==> src/rtl/cam_pkg.sv <==
// Shared constants, types and helpers for the camera test-stream generator.
package cam_pkg;

  localparam int unsigned CAM_SCREEN_X_DEF = 160;
  localparam int unsigned CAM_SCREEN_Y_DEF = 120;
  localparam int unsigned H_BLANK_DEF      = 16;
  localparam int unsigned VSYNC_LINES_DEF  = 3;
  localparam int unsigned V_BACK_DEF       = 2;
  localparam int unsigned V_FRONT_DEF      = 2;

  localparam int unsigned PIX_W = 16;
  localparam int unsigned PAT_W = 3;

  localparam logic [PIX_W-1:0] RGB_WHITE   = 16'hFFFF;
  localparam logic [PIX_W-1:0] RGB_YELLOW  = 16'hFFE0;
  localparam logic [PIX_W-1:0] RGB_CYAN    = 16'h07FF;
  localparam logic [PIX_W-1:0] RGB_GREEN   = 16'h07E0;
  localparam logic [PIX_W-1:0] RGB_MAGENTA = 16'hF81F;
  localparam logic [PIX_W-1:0] RGB_RED     = 16'hF800;
  localparam logic [PIX_W-1:0] RGB_BLUE    = 16'h001F;
  localparam logic [PIX_W-1:0] RGB_BLACK   = 16'h0000;

  localparam logic [PAT_W-1:0] PAT_RED   = 3'd0;
  localparam logic [PAT_W-1:0] PAT_GREEN = 3'd1;
  localparam logic [PAT_W-1:0] PAT_BLUE  = 3'd2;
  localparam logic [PAT_W-1:0] PAT_BARS  = 3'd3;
  localparam logic [PAT_W-1:0] PAT_GRAD  = 3'd4;
  localparam logic [PAT_W-1:0] PAT_CHECK = 3'd5;
  localparam logic [PAT_W-1:0] PAT_RAMP  = 3'd6;

  typedef enum logic [2:0] {
    ST_IDLE,
    ST_VSYNC,
    ST_VBACK,
    ST_ACTIVE,
    ST_VFRONT
  } cam_state_e;

  typedef struct packed {
    logic [4:0] r;
    logic [5:0] g;
    logic [4:0] b;
  } rgb565_t;

  // Colour-bar palette, left to right.
  function automatic logic [PIX_W-1:0] bar_color(input logic [2:0] idx);
    logic [PIX_W-1:0] c;
    case (idx)
      3'd0:    c = RGB_WHITE;
      3'd1:    c = RGB_YELLOW;
      3'd2:    c = RGB_CYAN;
      3'd3:    c = RGB_GREEN;
      3'd4:    c = RGB_MAGENTA;
      3'd5:    c = RGB_RED;
      3'd6:    c = RGB_BLUE;
      default: c = RGB_BLACK;
    endcase
    return c;
  endfunction

  function automatic int unsigned max_u(input int unsigned a, input int unsigned b);
    return (a > b) ? a : b;
  endfunction

endpackage

==> src/rtl/cam_pattern_gen.sv <==
// Combinational test-pattern source: (x, y, pattern) -> RGB565 pixel.
module cam_pattern_gen
  import cam_pkg::*;
#(
  parameter int unsigned CAM_SCREEN_X = CAM_SCREEN_X_DEF
) (
  input  logic [PIX_W-1:0] i_x,
  input  logic [PIX_W-1:0] i_y,
  input  logic [PAT_W-1:0] i_pattern,
  output logic [PIX_W-1:0] o_pixel_c
);

  localparam int unsigned BAR_W = (CAM_SCREEN_X >= 8) ? CAM_SCREEN_X / 8 : 1;

  logic [PIX_W-1:0] w_bar_idx;
  logic [2:0]       w_bar;
  rgb565_t          w_grad;
  logic [PIX_W-1:0] w_ramp;

  always_comb begin
    w_bar_idx = i_x / PIX_W'(BAR_W);
    // Leftover columns when the width is not a multiple of 8 stay in the last bar.
    w_bar     = (w_bar_idx > PIX_W'(7)) ? 3'd7 : w_bar_idx[2:0];
    w_grad    = '{r: i_x[7:3], g: i_y[6:1], b: 5'd0};
    w_ramp    = i_y * PIX_W'(CAM_SCREEN_X) + i_x;

    o_pixel_c = w_ramp;
    case (i_pattern)
      PAT_RED:   o_pixel_c = RGB_RED;
      PAT_GREEN: o_pixel_c = RGB_GREEN;
      PAT_BLUE:  o_pixel_c = RGB_BLUE;
      PAT_BARS:  o_pixel_c = bar_color(w_bar);
      PAT_GRAD:  o_pixel_c = w_grad;
      PAT_CHECK: o_pixel_c = (i_x[3] ^ i_y[3]) ? RGB_WHITE : RGB_BLACK;
      default:   o_pixel_c = w_ramp;
    endcase
  end

endmodule

==> src/rtl/cam_stream_gen.sv <==
// Camera-style frame generator: vsync/href timing FSM plus RGB565 byte stream.
module cam_stream_gen
  import cam_pkg::*;
#(
  parameter int unsigned CAM_SCREEN_X = CAM_SCREEN_X_DEF,
  parameter int unsigned CAM_SCREEN_Y = CAM_SCREEN_Y_DEF,
  parameter int unsigned H_BLANK      = H_BLANK_DEF,
  parameter int unsigned VSYNC_LINES  = VSYNC_LINES_DEF,
  parameter int unsigned V_BACK       = V_BACK_DEF,
  parameter int unsigned V_FRONT      = V_FRONT_DEF
) (
  input  logic             clk,
  input  logic             rst,
  input  logic             enable,
  input  logic [PAT_W-1:0] pattern,
  output logic             pclk,
  output logic             vsync,
  output logic             href,
  output logic [7:0]       px_data,
  output logic             frame_done
);

  localparam int unsigned ACT_CLKS  = 2 * CAM_SCREEN_X;
  localparam int unsigned LINE_CLKS = ACT_CLKS + H_BLANK;
  localparam int unsigned HW        = $clog2(LINE_CLKS);
  localparam int unsigned MAX_LINES = max_u(max_u(CAM_SCREEN_Y, VSYNC_LINES),
                                            max_u(V_BACK, V_FRONT));
  localparam int unsigned LW        = (MAX_LINES > 1) ? $clog2(MAX_LINES) : 1;

  cam_state_e       r_state;
  logic [HW-1:0]    r_hcnt;
  logic [LW-1:0]    r_lcnt;
  logic [PAT_W-1:0] r_pattern;
  logic             r_vsync;
  logic             r_href;
  logic [7:0]       r_px_data;
  logic             r_frame_done;

  cam_state_e       w_nstate;
  logic [HW-1:0]    w_nh;
  logic [LW-1:0]    w_nl;
  logic [LW-1:0]    w_last_line;
  logic             w_latch;
  logic             w_href_n;
  logic             w_done_n;
  logic [PIX_W-1:0] w_pixel;

  // Outputs are registered from next-state values so they line up with the state they describe.
  always_comb begin
    w_nstate = r_state;
    w_nh     = r_hcnt;
    w_nl     = r_lcnt;
    w_latch  = 1'b0;

    case (r_state)
      ST_VSYNC:  w_last_line = LW'(VSYNC_LINES - 1);
      ST_VBACK:  w_last_line = LW'(V_BACK - 1);
      ST_ACTIVE: w_last_line = LW'(CAM_SCREEN_Y - 1);
      default:   w_last_line = LW'(V_FRONT - 1);
    endcase

    if (r_state == ST_IDLE) begin
      w_nh = '0;
      w_nl = '0;
      if (enable) begin
        w_nstate = ST_VSYNC;
        w_latch  = 1'b1;
      end
    end else if (r_hcnt == HW'(LINE_CLKS - 1)) begin
      w_nh = '0;
      if (r_lcnt == w_last_line) begin
        w_nl = '0;
        case (r_state)
          ST_VSYNC:  w_nstate = ST_VBACK;
          ST_VBACK:  w_nstate = ST_ACTIVE;
          ST_ACTIVE: w_nstate = ST_VFRONT;
          ST_VFRONT: begin
            w_nstate = enable ? ST_VSYNC : ST_IDLE;
            w_latch  = enable;
          end
          default:   w_nstate = ST_IDLE;
        endcase
      end else begin
        w_nl = r_lcnt + LW'(1);
      end
    end else begin
      w_nh = r_hcnt + HW'(1);
    end

    w_href_n = (w_nstate == ST_ACTIVE) && (w_nh < HW'(ACT_CLKS));
    w_done_n = (w_nstate == ST_VFRONT) && (w_nl == LW'(V_FRONT - 1)) &&
               (w_nh == HW'(LINE_CLKS - 1));
  end

  cam_pattern_gen #(
    .CAM_SCREEN_X(CAM_SCREEN_X)
  ) u_pattern (
    .i_x      (PIX_W'(w_nh >> 1)),
    .i_y      (PIX_W'(w_nl)),
    .i_pattern(r_pattern),
    .o_pixel_c(w_pixel)
  );

  always_ff @(posedge clk or negedge rst) begin
    if (!rst) begin
      r_state      <= ST_IDLE;
      r_hcnt       <= '0;
      r_lcnt       <= '0;
      r_pattern    <= '0;
      r_vsync      <= 1'b0;
      r_href       <= 1'b0;
      r_px_data    <= 8'h00;
      r_frame_done <= 1'b0;
    end else begin
      r_state      <= w_nstate;
      r_hcnt       <= w_nh;
      r_lcnt       <= w_nl;
      if (w_latch) begin
        r_pattern <= pattern;
      end
      r_vsync      <= (w_nstate == ST_VSYNC);
      r_href       <= w_href_n;
      // High byte on even cycles of a pixel pair, low byte on odd.
      r_px_data    <= w_href_n ? (w_nh[0] ? w_pixel[7:0] : w_pixel[15:8]) : 8'h00;
      r_frame_done <= w_done_n;
    end
  end

  assign pclk       = ~clk;
  assign vsync      = r_vsync;
  assign href       = r_href;
  assign px_data    = r_px_data;
  assign frame_done = r_frame_done;

endmodule

==> config.mk <==
export PLATFORM = sky130hd
export DESIGN_NAME = cam_stream_gen
export DESIGN_NICKNAME = d
export VERILOG_FILES = /design/src/rtl/cam_pkg.sv /design/src/rtl/cam_pattern_gen.sv /design/src/rtl/cam_stream_gen.sv
export SDC_FILE = /design/constraint.sdc
export NUM_CORES = 1
export LEC_CHECK = 0
export ABC_AREA = 1
export CORE_MARGIN = 1
export CORE_UTILIZATION = 55
export DETAILED_ROUTE_END_ITERATION = 8
export GPL_ROUTABILITY_DRIVEN = 1
export PLACE_DENSITY = 0.75
export SLEW_MARGIN = 15
export SYNTH_ARGS = -nofsm -noshare
export SYNTH_HDL_FRONTEND = slang
export SYNTH_SLANG_ARGS = --single-unit
==> constraint.sdc <==
create_clock -name clk -period 5.29 [get_ports clk]
set_clock_uncertainty 0.2 [all_clocks]
set_input_delay 0.7935 -clock clk [delete_from_list [all_inputs] [get_ports clk]]
set_output_delay 0.7935 -clock clk [all_outputs]
set_load 0.02 [all_outputs]
==> results.py <==
metrics = {
    "sta": {
        "fin_tns_setup_ns": 0,
        "finalHoldViolCount": 0,
        "max_slew_margin_pct": 58.4,
        "setup_violations": 0,
        "slew_violations": 0,
        "rsz0062_at_grt": "false",
        "tightestPinTransition_ns": 0.620,
    },
    "critical_path": {
        "cp_common_cell": "clkbuf_8",
        "path_class": "clk -> out",
        "critical_path.cell_chain": "clkbuf_8 > clkbuf_8 > inv_1 > clkdlybuf4s50_1",
        "cpLargestDelayFamily": "buffers and inverters",
        "critPathMaxStageDelay_ns": 0.59,
        "critPathRequiredTime_ns": 4.30,
        "critPathMaxFanout": 10,
        "critPathCaptureType": "primary output",
        "worst_path_max_delay_cell": "clkdlybuf4s50_1",
        "crit_path_start_kind": "clock port",
        "arrival_ns": 3.58,
        "crit_buf_inv": 4,
    },
    "clocking": {
        "clockBufferDepth": 2,
        "clk_pin_slew_worst_paths_ns": 0.07,
        "cts_tree": "done",
        "cts-buffers-inserted": 5,
        "ctsHoldBuffers": 0,
        "post-cts-setup-buffers": 0,
        "cts_root_buf": "clkbuf_8",
        "clk_latency_ns": 0.29,
        "ctsResizeCount": 0,
        "htree_levels": 2,
    },
    "drt": {
        "vias": 2626,
        "drt_wl_total_mm": 6.82,
        "drtIter0Drc": 155,
        "ant_nets": 0,
        "drt-vias-per-instance": 5.58,
        "wl_per_cell_um": 14.5,
        "first_pass_iters": 6,
        "drc": 0,
    },
    "cells_and_area": {
        "fin_util_pct": 65.8,
        "fin_nets": 427,
        "design_area_um2": 3210,
        "n_fill_cell": 451,
        "area_delta_synth_final_pct": 12.1,
        "drive_gt1_share_pct": 16.1,
        "diodes": 0,
    },
    "die": {
        "io_pins": 18,
        "die_area_um2": 5500,
        "die_x_um": 74.2,
        "start_util_pct": 58.7,
        "die_y_um": 74.2,
        "fp-row-count": 25,
        "core_area_um2": 4880,
    },
    "synthesis": {
        "yosysTopAreaCellShare_pct": 28.8,
        "synth_top_cells_by_area": "dfrtp_1 (29%), nand2_1 (10%), ha_1 (7.0%), inv_1 (6.6%), nor2_1 (5.2%)",
        "ys_warn_count": 0,
        "syn_area_um2": 2870,
        "yosysSeqAreaShare_pct": 28.8,
        "syn_avg_cell_area_um2": 7.56,
        "synth_fp_nets": 403,
        "yosysTopAreaCell": "dfrtp_1",
        "synth-edff-count": 0,
        "ys_types": 46,
        "synth-seq-cells": 33,
        "netlist_instances": 379,
        "yosys_most_used_dff": "dfrtp_1",
        "ys_async_sr_fraction_pct": 100,
    },
    "place": {
        "port_buffers": 17,
        "place.gp.congestion": 0.911,
        "hpwl_mm": 5.28,
        "dpl_cell_area_um2": 3130,
    },
    "global_routing": {
        "grt_pass1_vias": 2500,
        "grt_antenna_before_repair": 0,
        "grt_util_all_layers_pct": 27.7,
        "grt_max_degree": 34,
        "grt_pass1_wl_mm": 11.6,
        "overflow": 0,
    },
    "flow_run": {
        "drv_cap": 0,
    },
    "status": {
        "status": "complete, no violations",
    },
    "pwr": {
        "leakage_nw": 1.62,
        "ir_worst_vdd_uv": 203,
        "power_density_nw_per_um2": 297,
    },
    "worst_hold_path": {
        "hp-class": "reg -> reg",
    },
}
Yosys cell counts (2+ instances only):
cell,instances
a21o_1,2
nand2_1,76
nor3_1,8
nand3_2,5
xor2_1,7
nand3_4,4
fa_1,2
nor2_1,40
a21oi_1,19
nand2_4,7
o21ai_0,15
nand3b_1,2
nor2_8,2
a21oi_2,7
nor2_4,4
o2111ai_1,3
nor4_1,3
dfrtp_1,33
inv_1,50
nand2_2,11
nand3_1,20
ha_1,16
o21a_1,3
nand4_1,6
xnor2_1,6
inv_2,6
nor2_2,2
o211ai_1,2
registers in the layout (all words and copies together), names as in the netlist:
signal      cells
r_hcnt          9
vsync           1
r_lcnt          7
r_state         3
px_data         8
r_pattern       3
frame_done      1
href            1
worst paths after layout:
check / startpoint / end / slack (ns) / cells after the start
worst min register to register: r_pattern[0] / r_pattern[0] / 0.39 / 1
worst min-delay path: r_pattern[0] / r_pattern[0] / 0.39 / 1
worst max-delay path: clk / pclk / 0.72 / 4
max in group asynchronous: rst / r_hcnt[5] / 3.87 / 2
min in group asynchronous: rst / r_lcnt[6] / 0.71 / 2
worst max register to register: r_hcnt[0] / px_data[4] / 0.88 / 21
worst register-to-register path, cell delays in order (launching register included):
cell,delay [ns]
dfrtp_1,0.38
ha_1,0.21
nand2_2,0.10
nor2_4,0.16
nand3_4,0.15
inv_1,0.18
nor2_1,0.06
nor2_1,0.10
o21a_1,0.15
inv_1,0.04
nor2_1,0.45
ha_1,0.34
ha_1,0.22
inv_1,0.07
fa_1,0.46
nor2_1,0.19
nand3b_1,0.11
or2_2,0.31
a21oi_1,0.16
o21ai_0,0.13
nand2_1,0.10
a21oi_2,0.04
through the flow:
stage / setup WS [ns] / cells / total power [mW] / hold slack, ns
3_5_place_dp: 0.902 / 463 / 0.752 / 0.367
4_1_cts: 0.709 / 471 / 0.944 / 0.386
6_report: 0.718 / 471 / 0.953 / 0.387
3_3_place_gp: 1.04 / 463 / 0.747 / 0.361
5_1_grt: 0.502 / 471 / 1.02 / 0.409
2_1_floorplan: 1.49 / 379 / 0.632 / 0.298
cells by family after synthesis:
family | after synthesis | share of synthesized area [%]
simple gates | 193 | 36.2
compound gates | 62 | 14.4
buf+inv | 59 | 7.82
flops | 33 | 28.8
fa+ha+maj | 18 | 8.38
xor+xnor | 13 | 3.97
mux | 1 | 0.393
where the power goes:
group / switching [mW] / internal [mW]
clock: 0.113 / 0.104
combinational: 0.302 / 0.130
sequential: 0.0224 / 0.281
total: 0.437 / 0.516
routing by layer:
layer | global-route usage [%] | vias up | routed length (µm)
li1 | - | 1296 | -
met1 | 39.6 | 1207 | 3210
met2 | 43.1 | 108 | 3100
met3 | 3.93 | 15 | 405
met4 | 9.19 | 0 | 112
met5 | 0 | - | 0
cells in the final DEF, fill, tap and decap left out, drive strengths merged:
master,Yosys,layout
a211oi,1,1
a21o,3,3
a21oi,26,26
a311oi,1,1
a31oi,1,1
buf,1,2
clkbuf,1,5
clkdlybuf4s50,0,17
clkinv,0,2
clkinvlp,0,1
dfrtp,33,33
fa,2,2
ha,16,16
inv,57,57
mux2,1,1
nand2,94,94
nand3,29,29
nand3b,2,2
nand4,7,7
nor2,48,48
nor3,8,8
nor3b,1,1
nor4,3,3
o2111ai,3,3
o211ai,3,3
o21a,3,3
o21ai,17,17
o21bai,1,1
o221ai,1,1
o22ai,1,1
o311a,1,1
or2,1,1
xnor2,6,6
xor2,7,7
area by class of cell:
class / count / area, µm² / share of cell area [%]
multi-input combinational: 287 / 1820 / 56.5
sequential: 33 / 826 / 25.7
inverter: 56 / 213 / 6.62
timing repair buffer: 18 / 175 / 5.45
tap: 67 / 83.8 / 2.61
clock buffer: 6 / 78.8 / 2.45
clock inverter: 4 / 20.0 / 0.623
Power figures use the tool's default switching activity.
==> edit (same settings) <==
Encoding of `cam_state_e`: now one-hot (5 bits for 5 states).
--- a/src/rtl/cam_pkg.sv
+++ b/src/rtl/cam_pkg.sv
@@ -30,8 +30,8 @@
 
-  typedef enum logic [2:0] {
-    ST_IDLE,
-    ST_VSYNC,
-    ST_VBACK,
-    ST_ACTIVE,
-    ST_VFRONT
+  typedef enum logic [4:0] {
+    ST_IDLE   = 5'b00001,
+    ST_VSYNC  = 5'b00010,
+    ST_VBACK  = 5'b00100,
+    ST_ACTIVE = 5'b01000,
+    ST_VFRONT = 5'b10000
   } cam_state_e;
Formal check against the unedited RTL: same outputs for any inputs over 10 cycles, from zero or initial values and one cycle with rst low; not proved beyond that.
==> edit against the unedited design <==
  * Global-route usage down 1.5 points
  * Routed wire length down 0.59%
  * Worst setup slack better by 0.99 ps
  * Sequential cell count up 2
  * Area after synthesis up 1.4%
  * Cell area up 1.3%
  * Worst hold slack better by 22 ps
Power is not compared: it rests on default switching activity, and its combinational part moved more than twofold at a synthesized area within 25%.
==> edit: results (changes against the unedited design) <==
gpl congestion - 0.902 (-1.0%)
fraction of area in registers - 27.0% (+1.3 points)
synthesized area per cell - 7.16 µm² (-5.3%)
invs w/o clock - 62 (+11%)
drt pass-1 iters - 5 (-1)
vias in the first global route - 2396 (-4.2%)
fin util - 63.7% (-2.1 points)
pre-CTS setup slack - 985 ps (+82.7 ps)
Signal buf overhead - 5.15% (-0.30 points)
layout cells sized above 1 - 11.7% (-4.4 points)
Worst Max-Slew Pin Slew - 622 ps (+2.05 ps)
Met1 Wirelength - 3.14 mm (-2.1%)
Reg2Reg Setup Slack - 1030 ps (+150 ps)
HPWL Detailed - 5.29 mm (+0.16%)
Critical Path Fanout Max - 11 (+1)
r2r worst-path depth - 20 (-4.8%)
Hold Startpoint - r_hcnt[0]
Synthesized Nets - 430 (+6.7%)
M2 GR Usage - 44.1% (+1.0 points)
placed cell area - 3160 µm² (+1.1%)
Multi-In Gates - 305 (+6.3%)
wirelength, routed - 6.78 mm (-0.59%)
Synth top cells by count - nand2_1, inv_1, nor2_1
#FFs+latches synth - 35 (+6.1%)
multi-input gate share of the layout cell area - 54.8% (-1.8 points)
setup ws final - 719 ps (+0.986 ps)
top post-synthesis cells by area - dfrtp_1, nand2_1, ha_1
DR WL met2 - 3.26 mm (+5.3%)
status - complete, no violations
RR Endpoint - px_data[5]
DR vias - 2727 (+3.8%)
Worst Hold Slack - 408 ps (+21.5 ps)
met3 usage - 4.02% (+0.087 points)
met3 WL post-DR - 341 µm (-16%)
Iter 0 DRT Violations - 170 (+9.7%)
Layout Nets - 452 (+5.9%)
==> edit: worst max-delay path by stage <==
stage / start / to
final: clk / pclk
after floorplan: clk / pclk
after detailed placement: r_hcnt[0] / px_data[5]
after CTS: clk / pclk
after global routing: r_hcnt[0] / px_data[6]
after global placement: clk / pclk
==> edit: cell families after synthesis <==
| group | count (synthesis) | synth area share (%) |
|---|---|---|
| XOR/XNOR | 17 | 5.12 |
| buffers and inverters | 66 | 8.52 |
| adder cells (fa/ha/maj) | 18 | 8.27 |
| AO/OA/AOI/OAI | 50 | 10.3 |
| flip-flops | 35 | 30.2 |
| AND/OR/NAND/NOR | 220 | 37.6 |
==> edit: worst max-delay path, cell delays in order <==
cell and delay (ps):
clkbuf_8 130, clkbuf_8 160, inv_1 50, clkdlybuf4s50_1 590
==> edit: power breakdown <==
part           internal [mW]  leakage, nW  switching [mW]
Combinational        0.00370         1.07         0.00593
Sequential             0.267        0.445               0
Clock                  0.118       0.0622           0.115
Total                  0.389         1.57           0.121
